<file path="src/rtl/amns_pkg.sv">
// Shared AMNS definitions: host-sequencer state encoding and the operand/result BRAM address map.
// Both the host sequencer and the controller derive their sizes and bases from here.
package amns_pkg;

  typedef logic [2:0] seq_state_t;

  localparam seq_state_t ST_LOAD     = 3'd0;
  localparam seq_state_t ST_CORE_RST = 3'd1;
  localparam seq_state_t ST_START    = 3'd2;
  localparam seq_state_t ST_WAIT     = 3'd3;
  localparam seq_state_t ST_RD_ISSUE = 3'd4;
  localparam seq_state_t ST_RD_WAIT  = 3'd5;
  localparam seq_state_t ST_OUT      = 3'd6;

  // M'_0 sits at the bottom; the result later overwrites M'_0/M from address 0.
  localparam int MP0_BASE = 0;

  function automatic int load_words(input int n, input int s);
    return 3 * n * s + n;
  endfunction

  function automatic int res_words(input int n, input int s);
    return n * s;
  endfunction

  function automatic int addr_w(input int n, input int s);
    return $clog2(4 * n * s);
  endfunction

  function automatic int m_base(input int n);
    return n;
  endfunction

  function automatic int a_base(input int n, input int s);
    return n * s + n;
  endfunction

  function automatic int b_base(input int n, input int s);
    return 2 * n * s + n;
  endfunction

endpackage

</file>
<file path="src/rtl/amns_host_sequencer.sv">
// Host sequencer for the AMNS core: streams operands into the shared BRAM on port B,
// runs one job on the core, then streams the result words back out.
module amns_host_sequencer
  import amns_pkg::*;
#(
  parameter int s      = 5,
  parameter int N      = 5,
  parameter int WORD_W = 64,
  parameter int RD_LAT = 2
) (
  input  logic                     clock_i,
  input  logic                     reset_i,
  input  logic                     in_valid_i,
  output logic                     in_ready_o,
  input  logic [WORD_W-1:0]        in_data_i,
  output logic                     out_valid_o,
  input  logic                     out_ready_i,
  output logic [WORD_W-1:0]        out_data_o,
  output logic                     core_reset_o,
  output logic                     core_start_o,
  input  logic                     core_done_i,
  output logic                     bram_en_o,
  output logic                     bram_we_o,
  output logic [addr_w(N, s)-1:0]  bram_addr_o,
  output logic [WORD_W-1:0]        bram_wdata_o,
  input  logic [WORD_W-1:0]        bram_rdata_i,
  output logic                     busy_o
);

  localparam int LOAD_WORDS = load_words(N, s);
  localparam int RES_WORDS  = res_words(N, s);
  localparam int AW         = addr_w(N, s);
  localparam int LW         = (RD_LAT > 1) ? $clog2(RD_LAT) : 1;

  localparam logic [AW-1:0] LOAD_LAST = AW'(LOAD_WORDS - 1);
  localparam logic [AW-1:0] RES_LAST  = AW'(RES_WORDS - 1);
  localparam logic [LW-1:0] LAT_LOAD  = LW'(RD_LAT - 1);

  seq_state_t        state_q;
  logic [AW-1:0]     load_cnt_q;
  logic [AW-1:0]     rd_cnt_q;
  logic [LW-1:0]     lat_cnt_q;
  logic [WORD_W-1:0] out_data_q;
  logic              in_hs;

  // Gating with reset_i keeps a mid-load reset from leaking a write onto port B.
  assign in_ready_o   = (state_q == ST_LOAD) && !reset_i;
  assign in_hs        = in_valid_i && in_ready_o;
  assign out_valid_o  = (state_q == ST_OUT);
  assign out_data_o   = out_data_q;
  assign core_reset_o = reset_i || (state_q == ST_CORE_RST);
  assign core_start_o = (state_q == ST_START);
  assign busy_o       = (state_q != ST_LOAD);

  always_comb begin
    bram_en_o    = 1'b0;
    bram_we_o    = 1'b0;
    bram_addr_o  = '0;
    bram_wdata_o = '0;
    if (in_hs) begin
      bram_en_o    = 1'b1;
      bram_we_o    = 1'b1;
      bram_addr_o  = load_cnt_q;
      bram_wdata_o = in_data_i;
    end else if (state_q == ST_RD_ISSUE) begin
      bram_en_o   = 1'b1;
      bram_addr_o = rd_cnt_q;
    end
  end

  always_ff @(posedge clock_i or posedge reset_i) begin
    if (reset_i) begin
      state_q    <= ST_LOAD;
      load_cnt_q <= '0;
      rd_cnt_q   <= '0;
      lat_cnt_q  <= '0;
      out_data_q <= '0;
    end else begin
      case (state_q)
        ST_LOAD: begin
          if (in_hs) begin
            if (load_cnt_q == LOAD_LAST) begin
              load_cnt_q <= '0;
              state_q    <= ST_CORE_RST;
            end else begin
              load_cnt_q <= load_cnt_q + AW'(1);
            end
          end
        end
        ST_CORE_RST: state_q <= ST_START;
        ST_START:    state_q <= ST_WAIT;
        ST_WAIT: begin
          if (core_done_i) begin
            rd_cnt_q <= '0;
            state_q  <= ST_RD_ISSUE;
          end
        end
        ST_RD_ISSUE: begin
          lat_cnt_q <= LAT_LOAD;
          state_q   <= ST_RD_WAIT;
        end
        // Down-counter expires on the cycle the BRAM data is valid.
        ST_RD_WAIT: begin
          if (lat_cnt_q == '0) begin
            out_data_q <= bram_rdata_i;
            state_q    <= ST_OUT;
          end else begin
            lat_cnt_q <= lat_cnt_q - LW'(1);
          end
        end
        ST_OUT: begin
          if (out_ready_i) begin
            if (rd_cnt_q == RES_LAST) begin
              rd_cnt_q <= '0;
              state_q  <= ST_LOAD;
            end else begin
              rd_cnt_q <= rd_cnt_q + AW'(1);
              state_q  <= ST_RD_ISSUE;
            end
          end
        end
        default: state_q <= ST_LOAD;
      endcase
    end
  end

endmodule

</file>
<file path="config.mk">
export PLATFORM = sky130hd
export DESIGN_NAME = amns_host_sequencer
export DESIGN_NICKNAME = d
export VERILOG_FILES = /design/src/rtl/amns_pkg.sv /design/src/rtl/amns_host_sequencer.sv
export SDC_FILE = /design/constraint.sdc
export NUM_CORES = 1
export LEC_CHECK = 0
export CAP_MARGIN = 5
export CORE_ASPECT_RATIO = 1.4
export CORE_MARGIN = 1.5
export CORE_UTILIZATION = 32
export DETAILED_ROUTE_END_ITERATION = 16
export PLACE_DENSITY = 0.86
export SLEW_MARGIN = 30
export SYNTH_ARGS = -nofsm -noshare
export SYNTH_HDL_FRONTEND = slang
export SYNTH_SLANG_ARGS = --single-unit
</file>
<file path="constraint.sdc">
create_clock -name clock_i -period 2.7 [get_ports clock_i]
set_input_delay 0.405 -clock clock_i [delete_from_list [all_inputs] [get_ports clock_i]]
set_output_delay 0.405 -clock clock_i [all_outputs]
set_load 0.005 [all_outputs]
</file>
# Word level (Yosys, flattened, before mapping)
# Cells that the tools add are included.
[word_totals] regBits=82 output_inout_bits=142 wordCells=54
[op_classes] addsub=3 eq_ne=13 muxes=20 bitwise_logic=1 n_reduce_logical=12
[op_table] op="2-to-1 mux 64 bit" count=1
[op_table] op="2-to-1 mux 7 bit" count=6
[op_table] op="case mux 3 bit (7 select lines)" count=1
[op_table] op="2-to-1 mux 3 bit" count=6
[op_table] op="adder 7 x 1 -> 7 bit, second input constant" count=2
[op_table] op="case mux 7 bit (2 select lines)" count=1
[op_table] op="== test 3 bit, second input constant" count=3
[op_table] op="== test 7 x 5 -> 1 bit, second input constant" count=1
[op_table] op="== test 7 bit, second input constant" count=1
[op_table] op="== test 3 x 2 -> 1 bit, second input constant" count=2
[op_table] op="!= test 2 bit, second input constant" count=3
[op_table] op="AND reduction 5 bit" count=1
[op_table] op="2-to-1 mux 1 bit" count=4
[op_table] op="!= test 2 x 1 -> 1 bit, second input constant" count=2
[op_table] op="AND reduction 2 bit" count=2
[op_table] op="nonzero test 2 bit" count=2
[op_table] op="== test 3 x 1 -> 1 bit, second input constant" count=1
[op_table] op="logical NOT 3 bit" count=1
[op_table] op="AND reduction 3 bit" count=1
[op_table] op="nonzero test 3 bit" count=1
[op_table] op="logical AND 1 bit" count=2
[op_table] op="case mux 1 bit (2 select lines)" count=1
[op_table] op="logical NOT 1 bit" count=1
[op_table] op="logical OR 1 bit" count=1
[op_table] op="2 further kinds" count=2

# Depth between registers and ports, before layout
# Gate-level depths: netlist of the first run.
[depth] depth_word=5 depth_mapped=5 ltp_nobuf=5

# Least setup slack after synthesis of the first run
# OpenSTA, ideal clock, no wires.
[synth_timing] path_kind="input -> output" start="input reset_i" end="output core_reset_o" t_arrival_ps=2386 slack_ps=-91 path_stages=2 path_buffers=0 path_cell_list="inv_1 -> o31ai_1"
[synth_via] elab_chain_cells=1
[synth_lines] item="from (decl)" line="amns_host_sequencer.sv:12" source="input logic reset_i,"
[synth_lines] item="logical OR 1 bit" line="amns_host_sequencer.sv:51" source="assign core_reset_o = reset_i || (state_q == ST_CORE_RST);"
[synth_lines] item="to (decl)" line="amns_host_sequencer.sv:19" source="output logic core_reset_o,"
# Every way passes these cells.

# Final worst setup path of the first run
[layout_timing] start="register state_q[0]" end="output bram_wdata_o[57]"
[layout_via] elab_chain_cells=4
[layout_lines] item="from (decl)" line="amns_host_sequencer.sv:39" source="seq_state_t state_q;"
[layout_lines] item="from (signal assigned)" line="amns_host_sequencer.sv:73" source="state_q <= ST_LOAD;"
[layout_lines] item="from (signal assigned)" line="amns_host_sequencer.sv:84" source="state_q <= ST_CORE_RST;"
[layout_lines] item="from (signal assigned)" line="amns_host_sequencer.sv:90" source="ST_CORE_RST: state_q <= ST_START;"
[layout_lines] item="logical NOT 3 bit" line="amns_host_sequencer.sv:47" source="assign in_ready_o = (state_q == ST_LOAD) && !reset_i;"
[layout_lines] item="logical AND 1 bit" line="amns_host_sequencer.sv:47"
[layout_lines] item="logical AND 1 bit" line="amns_host_sequencer.sv:48" source="assign in_hs = in_valid_i && in_ready_o;"
[layout_lines] item="2-to-1 mux 64 bit" line="amns_host_sequencer.sv:60" source="if (in_hs) begin"
[layout_lines] item="to (decl)" line="amns_host_sequencer.sv:25" source="output logic [WORD_W-1:0] bram_wdata_o,"
# Every way passes these cells.

==> impl_metrics.tcl, run 1 <==
set metrics [dict create \
    critPathKind "flip-flop to output port" \
    syn_area_um2 3980 \
    hold_path_startpoint "out_data_o[46]" \
    antenna_found_initial 3 \
    p_per_area_nw_per_um2 920 \
    min_path_type "flip-flop to flip-flop" \
    wl_per_cell_um 20.0 \
    path_buf_inv 3 \
    clock.fmax_mhz 378 \
    drt_iter0_drc 137 \
    drv_cap 0 \
    pre_cts_ws_ns 0.0890 \
    tritoncts "yes" \
    final_cell_area_um2 7260 \
    clkSlewWorstSetupHoldPaths_ns 0.06 \
    nets 741 \
    required_ns 2.30 \
    slowest_stage "clkdlybuf4s50_1" \
    ff2ff_setup_slack_ns 0.87 \
    hold_viol 0 \
    start_util 0.324 \
    fin_cells 762 \
    worst-r2r-cell-count 5 \
    grt_use_total 0.224 \
    yosys.cell_types.count 50 \
    period_needed_ns 2.64 \
    clock_latency_ns 0.34 \
    post-route-util 0.593 \
    critPathArrivalTime_ns 2.24 \
    n_fill_cell 966 \
    fin_skew_ns 0.0126 \
    synth_top_area_cell "dfrtp_1" \
    power.total_mw 6.68 \
    gp_congestion 0.974 \
    grt_pass1_wl_um 22400 \
    clockBufferDepth 2 \
    area_growth_pct 82.8 \
    route.vias.total 3911 \
    firstDrtPassIters 4 \
    synth-edff-count 0 \
    worst_path_dominant_cell_family "buffers and inverters" \
    fp.dieH_um 135 \
    hold_end "out_data_o[46]" \
    synth-seq-cells 82 \
    ios 275 \
    cts_htree_levels 3 \
    die_area_um2 13100 \
    min_path_cells 1 \
    synth.avg_cell_area_um2 11.9 \
    synth_fp_nets 470 \
    grt_pass1_vias 4017 \
    async_flop_share 1.00 \
    dp_cells 742 \
    critPathMaxStageDelay_ns 0.51 \
    ant_nets 0 \
    critPathMaxFanout 36 \
    path_cells "nor4_4 > buf_4 > buf_6 > and3_1 > clkdlybuf4s50_1" \
    ys_seq_area_frac 0.516 \
    coreArea_um2 12300 \
    finalSetupViolations 0 \
    syn-instance-count 334 \
    die_w_um 97.2 \
    slew-limit-headroom 0.605 \
    dp_hpwl_um 11900 \
    drc_errors 0 \
    reg2reg_to "state_q[2]" \
    grt_max_degree 73 \
    dpl-instance-area_um2 6870 \
    status "complete, no violations" \
    worst_setup_path_end_kind "output port" \
    r2r-start "rd_cnt_q[0]" \
    fin_crit_sh 0.980 \
    wl_um 15200 \
    via_per_inst 5.13 \
    fp-row-count 48 \
    io_buffers 274 \
    synth_flop_cell "dfrtp_1" \
    layout_common_cells "clkdlybuf4s50_1, dfrtp_1, and3_1" \
    clock_sinks 82 \
    cp-start-kind "flip-flop" \
    final_layout_size_suffix_gt1_frac 0.161 \
    ir_drop_mv 0.382 \
    numCtsBuffers 9 \
    synth_top_area_share 0.516 \
    slew_violations 0 \
    mostFrequentLayoutCell "clkdlybuf4s50_1" \
    power_leakage_nw 3.15 \
    finalWorstSetupSlack_ns 0.0552 \
    cts_root_buf "clkbuf_16" \
    yosysWarnings 0 \
    tightest_slew_ns 0.593 \
    synth_area_leaders "dfrtp_1, mux2_2, and3_1" \
    grt.overflow.total 0 \
]
worst max-delay path by stage:
| stage | to | slack [ns] | cells after the start | startpoint |
|---|---|---|---|---|
| global route | bram_wdata_o[11] | -0.0004 | 5 | state_q[0] |
| detailed placement | bram_wdata_o[50] | 0.09 | 5 | reset_i |
| CTS | bram_wdata_o[50] | 0.03 | 4 | state_q[1] |
| finish | bram_wdata_o[57] | 0.06 | 5 | state_q[0] |
| floorplan | core_reset_o | 0.46 | 2 | reset_i |
| global placement | bram_wdata_o[53] | 0.09 | 5 | reset_i |
kinds of logic (layout without fill, tap and decap cells):
family,Yosys count,after routing,synth area share
compound gates,34,34,0.0648
xor+xnor,2,2,0.00441
fa+ha+maj,3,3,0.00944
buf+inv,35,311,0.0406
flops,82,82,0.516
mux,66,66,0.187
other cells,0,2,0
simple gates,112,112,0.178
layer usage:
layer | GRT usage | routed length, um
met2 | 0.393 | 7670
met3 | 0.0844 | 1510
met4 | 0.119 | 713
met1 | 0.233 | 5340
met5 | 0 | 13
through the flow:
stage	hold WS (ns)	setup TNS, ns
floorplan	0.464	0
global placement	0.468	0
detailed placement	0.479	0
CTS	0.495	0
global route	0.512	-0.000412
finish	0.490	0
worst register-to-register path, delay by kind of cell (launching register included):
kind / cells / cell delay (ns)
adder cells (fa/ha/maj): 1 / 0.14
AO/OA/AOI/OAI: 1 / 0.35
flip-flops: 1 / 0.48
buffers and inverters: 1 / 0.11
AND/OR/NAND/NOR: 2 / 0.61
cell type report:
class / instances / area (um^2) / area share
Timing Repair Buffer: 285 / 2860 / 0.393
Antenna cell: 2 / 5.00 / 0.000689
Multi-Input combinational cell: 217 / 1760 / 0.243
Sequential cell: 82 / 2050 / 0.283
Clock buffer: 9 / 225 / 0.0310
Inverter: 10 / 43.8 / 0.00603
Clock inverter: 7 / 130 / 0.0179
Tap cell: 150 / 188 / 0.0258
power by group:
| group | total, mW | switching [mW] | leakage, nW | internal, mW |
|---|---|---|---|---|
| Combinational | 2.99 | 1.03 | 1.99 | 1.96 |
| Sequential | 2.25 | 0.426 | 0.980 | 1.83 |
| Clock | 1.44 | 0.517 | 0.174 | 0.923 |
| Total | 6.68 | 1.97 | 3.15 | 4.71 |
flip-flops by register name, summed over array words and instances, names as in the netlist:
name,count
lat_cnt_q,1
load_cnt_q,7
rd_cnt_q,7
state_q,3
out_data_o,64
cell usage after synthesis, types with 5 or more instances:
| cell | n |
|---|---|
| nand3_1 | 14 |
| o21ai_0 | 5 |
| dfrtp_1 | 82 |
| mux2_2 | 60 |
| a22o_1 | 7 |
| nand2_1 | 9 |
| clkbuf_1 | 13 |
| mux2_1 | 5 |
| inv_1 | 9 |
| buf_2 | 6 |
| buf_4 | 6 |
| and3_1 | 65 |
timing repair:
action / in CTS / in global routing
hold buffers: 0 / 0
hold endpoints to repair: 0 / 0
setup buffers: 0 / 1
setup endpoints to repair: 0 / 65
gates resized for setup: 0 / 5
(Power assumes the default switching activity.)
==> run 2, diff against run 1 <==
Settings changed: CORE_MARGIN 1.5 to 1, TNS_END_PERCENT set to 5.
==> run 2 against run 1 <==
Compared with the run above:
- combinational power increased by 3%
- flip-flop and latch count unchanged
- final cell count increased by 0.79%
- maximum frequency increased by 3.9%
- routed wire length increased by 9.9%
- clock-buffer cell count increased by 1
- worst hold slack got worse by 0.0045 ns
==> impl_metrics.tcl, run 2 (synthesized netlist as in run 1, its figures left out) <==
set metrics [dict create \
    status "complete, no violations" \
    p_per_area_nw_per_um2 897 \
    numCtsBuffers 9 \
    antenna_found_initial 19 \
    fin_cells 768 \
    hold_viol 0 \
    pwr-share-comb 0.470 \
    ir_drop_mv 0.465 \
    ant_nets 0 \
    tns_ns 0 \
    finalWorstSetupSlack_ns 0.154 \
    rsz0062_at_grt "false" \
    min_path_type "input port to async pin" \
    start_util 0.333 \
    fin_skew_ns 0.00859 \
    dp_hpwl_um 13300 \
    die_area_um2 12900 \
    post-route-util 0.610 \
    finalSetupViolations 0 \
    cts_htree_levels 3 \
    area_growth_pct 83.2 \
    grt_use_total 0.257 \
    wl_per_cell_um 21.8 \
    critPathLaunch "state_q[2]" \
    drv_cap 0 \
    r2r-start "state_q[1]" \
    clockPowerShare 0.192 \
    seqPwrFrac 0.338 \
    critPathMaxFanout 23 \
    io_buffers 274 \
    route.vias.total 3972 \
    clkSlewWorstSetupHoldPaths_ns 0.06 \
    firstDrtPassIters 4 \
    die_w_um 96.2 \
    fin_crit_sh 0.943 \
    clock.fmax_mhz 393 \
    fp-row-count 47 \
    slew_violations 0 \
    clockBufferDepth 2 \
    ff2ff_setup_slack_ns 0.76 \
    pre_cts_ws_ns 0.114 \
    power_leakage_nw 3.14 \
    critPathKind "flip-flop to output port" \
    layout_common_cells "clkdlybuf4s50_1, dfrtp_1, and3_1" \
    p_int_mw 4.57 \
    nets 744 \
    period_needed_ns 2.55 \
    cp-start-kind "flip-flop" \
    worst-r2r-cell-count 4 \
    tightest_slew_ns 0.744 \
    grt_pass1_wl_um 23300 \
    tritoncts "yes" \
    switching_share 0.301 \
    grt.overflow.total 0 \
    clock_sinks 82 \
    cp-endpoint "bram_wdata_o[45]" \
    drc_errors 0 \
    dp_cells 743 \
    required_ns 2.30 \
    ctsHoldBuffers 0 \
    fp.dieH_um 134 \
    largest_reg_flops 64 \
    p_sw_mw 1.96 \
    gp_congestion 0.878 \
    cts_root_buf "clkbuf_16" \
    final_layout_size_suffix_gt1_frac 0.162 \
    ios 275 \
    via_per_inst 5.17 \
    reg2reg_to "out_data_o[42]" \
    worst_setup_path_end_kind "output port" \
    wl_um 16800 \
    slew-limit-headroom 0.504 \
    critPathArrivalTime_ns 2.14 \
    clock_latency_ns 0.33 \
    grt_max_degree 83 \
    grt_pass1_vias 4080 \
    mostFrequentLayoutCell "clkdlybuf4s50_1" \
    drt_iter0_drc 124 \
    coreArea_um2 11900 \
]
run 2: cell count changes in the layout (fill, tap and decap cells not counted), sizes merged:
| cell | previous run | this run |
|---|---|---|
| buf | 11 | 13 |
| bufinv | 3 | 1 |
| clkbuf | 10 | 11 |
| clkdlybuf4s50 | 272 | 273 |
| clkinvlp | 1 | 3 |
| diode | 2 | 8 |
| inv | 13 | 12 |
run 2: layout make-up:
type	count	area (um^2)
well taps	147	184
flip-flops and latches	82	2050
fillers	934	4650
clock buffers	10	239
multi-input cells	217	1760
clock inverters	6	71.3
repair buffers	288	2910
diodes	8	20.0
inverters	10	41.3
run 2: metal layers:
metal	wire (um)	part of all wire	global-route usage
met1	5610	0.33	0.250
met2	7790	0.46	0.421
met3	2440	0.15	0.158
met4	759	0.045	0.123
met5	148	0.0088	0
run 2: worst min-delay path by stage:
stage	startpoint	to	slack [ns]	depth (start not counted)
finish	reset_i	state_q[0]	0.49	4
global route	out_data_o[46]	out_data_o[46]	0.50	1
CTS	out_data_o[46]	out_data_o[46]	0.49	1
detailed placement	out_data_o[46]	out_data_o[46]	0.48	1
global placement	out_data_o[18]	out_data_o[18]	0.47	1
floorplan	lat_cnt_q	lat_cnt_q	0.46	1
run 2: worst max-delay path, cell delays in order (launching register included):
cell and delay (ns):
dfrtp_1 0.41, nor4_4 0.36, buf_6 0.19, clkbuf_16 0.18, and3_1 0.17, clkdlybuf4s50_1 0.50
run 2: through the flow:
| step | cell area [um^2] | hold WS, ns | total power [mW] |
|---|---|---|---|
| 2_1_floorplan | 3980 | 0.464 | 3.49 |
| 3_3_place_gp | 6920 | 0.470 | 5.17 |
| 3_5_place_dp | 6920 | 0.476 | 5.31 |
| 4_1_cts | 7230 | 0.491 | 6.58 |
| 5_1_grt | 7270 | 0.503 | 6.92 |
| 6_report | 7280 | 0.486 | 6.53 |
run 2: power by group through the flow:
| stage | Sequential, mW | Combinational, mW | Clock [mW] |
|---|---|---|---|
| 2_1_floorplan | 2.20 | 1.29 | 0 |
| 3_3_place_gp | 2.18 | 2.98 | 0 |
| 3_5_place_dp | 2.23 | 3.07 | 0 |
| 4_1_cts | 2.22 | 3.08 | 1.28 |
| 5_1_grt | 2.29 | 3.31 | 1.33 |
| 6_report | 2.21 | 3.07 | 1.25 |
run 2: what timing repair did:
action                     4_1_cts  5_1_grt
buffers inserted                 0        1
resized for setup                1        2
gates cloned                     0        1
setup endpoints to repair        1       45
pin swaps                        0        1
==> run 3, diff against run 2 <==
Settings changed: CORE_MARGIN 1 to 5.
==> run 3 against run 2 <==
Compared with the run above:
- sequential share of layout area is 0.26 points higher
- worst setup slack worse by 0.029 ns
- critical endpoint is now bram_addr_o[2]
- core utilization is 2.1 points lower
- clock skew hardly changed
- critical path type unchanged
- first-iteration DRC count is 0.81% higher
- flip-flop and latch count stayed put
- maximum frequency is 1.1% lower
==> impl_metrics.tcl, run 3 (synthesized netlist as in run 1, its figures left out) <==
set metrics [dict create \
    status "complete, no violations" \
    wl_per_cell_um 19.7 \
    critPathMaxFanout 12 \
    final_layout_size_suffix_gt1_frac 0.159 \
    clock_latency_ns 0.33 \
    start_util 0.324 \
    slew-limit-headroom 0.511 \
    hold_viol 0 \
    dp_hpwl_um 12100 \
    tightest_slew_ns 0.734 \
    io_buffers 274 \
    slew_violations 0 \
    finalSetupViolations 0 \
    min_path_type "input port to async pin" \
    pre_cts_ws_ns 0.0525 \
    largest_reg_flops 64 \
    p_per_area_nw_per_um2 896 \
    ir_drop_mv 0.329 \
    coreArea_um2 12300 \
    tritoncts "yes" \
    dpl-instance-area_um2 6900 \
    grt_pass1_vias 4303 \
    clock.fmax_mhz 388 \
    post-route-util 0.589 \
    grt_max_degree 83 \
    fin_cells 762 \
    period_needed_ns 2.58 \
    route.vias.total 3862 \
    cts_htree_levels 3 \
    firstDrtPassIters 5 \
    grt.overflow.total 0 \
    cp-start-kind "flip-flop" \
    cts_root_buf "clkbuf_16" \
    grt_use_total 0.199 \
    worst-r2r-cell-count 4 \
    worst_setup_path_end_kind "output port" \
    fp.dieH_um 142 \
    via_per_inst 5.07 \
    mostFrequentLayoutCell "clkdlybuf4s50_1" \
    die_area_um2 14800 \
    antenna_found_initial 2 \
    post_cts_buffers 0 \
    drt_iter0_drc 125 \
    final_cell_area_um2 7220 \
    dp_cells 744 \
    layout_common_cells "clkdlybuf4s50_1, dfrtp_1, and3_1" \
    nets 741 \
    whs_ns 0.419 \
    critPathKind "flip-flop to output port" \
    power_leakage_nw 3.13 \
    area_growth_pct 81.7 \
    clockBufferDepth 2 \
    gp_congestion 0.885 \
    ios 275 \
    tns_ns 0 \
    clkSlewWorstSetupHoldPaths_ns 0.06 \
    critPathArrivalTime_ns 2.17 \
    fin_crit_sh 0.954 \
    wl_um 15000 \
    n_fill_cell 1012 \
    numCtsBuffers 9 \
    ant_nets 0 \
    clock_sinks 82 \
    required_ns 2.30 \
    grt_pass1_wl_um 23300 \
    drv_cap 0 \
    fin_skew_ns 0.00863 \
    power.total_mw 6.47 \
    die_w_um 104 \
    drc_errors 0 \
    finalWorstSetupSlack_ns 0.125 \
    fp-row-count 48 \
]
-- run 3: what timing repair did --
action / 4_1_cts / 5_1_grt
gates resized for setup: 2 / 3
pin swaps: 0 / 1
hold buffers: 0 / 0
endpoints found under the setup margin: 36 / 40
gates cloned: 0 / 0
-- run 3: final timing paths --
kind | startpoint | endpoint | slack (ns)
worst min register to register | out_data_o[45] | out_data_o[45] | 0.49
worst max register to register | state_q[1] | out_data_o[14] | 0.77
worst min-delay path | reset_i | rd_cnt_q[6] | 0.42
max in group asynchronous | reset_i | rd_cnt_q[3] | 1.77
worst max-delay path | state_q[0] | bram_addr_o[2] | 0.12
min in group clock_i | out_data_o[45] | out_data_o[45] | 0.49
-- run 3: area by class of cell --
type | count | area [um^2] | area share
diodes | 2 | 5.00 | 0.000693
clock buffers | 10 | 239 | 0.0331
clock inverters | 6 | 70.1 | 0.00970
inverters | 10 | 43.8 | 0.00606
multi-input cells | 217 | 1760 | 0.244
flip-flops and latches | 82 | 2050 | 0.284
well taps | 150 | 188 | 0.0260
repair buffers | 285 | 2860 | 0.396
-- run 3: power by group --
part | internal, mW | leakage, nW | total (mW) | switching [mW]
Combinational | 1.96 | 1.99 | 3.00 | 1.05
Sequential | 1.83 | 0.980 | 2.23 | 0.403
Clock | 0.751 | 0.154 | 1.24 | 0.486
-- run 3: metal layers --
| metal | GRT usage | vias to the layer above | routed length, um |
|---|---|---|---|
| met4 | 0.0866 | 0 | 556 |
| li1 | - | 1763 | - |
| met5 | 0.0374 | - | 0 |
| met1 | 0.217 | 1823 | 5520 |
| met3 | 0.0751 | 34 | 1530 |
| met2 | 0.340 | 242 | 7400 |
-- run 3: critical path: stages (launching register included) --
cell and delay (ns):
dfrtp_2 0.49, nor4_4 0.31, nand2_1 0.16, inv_4 0.14
a22o_1 0.20, clkdlybuf4s50_1 0.54
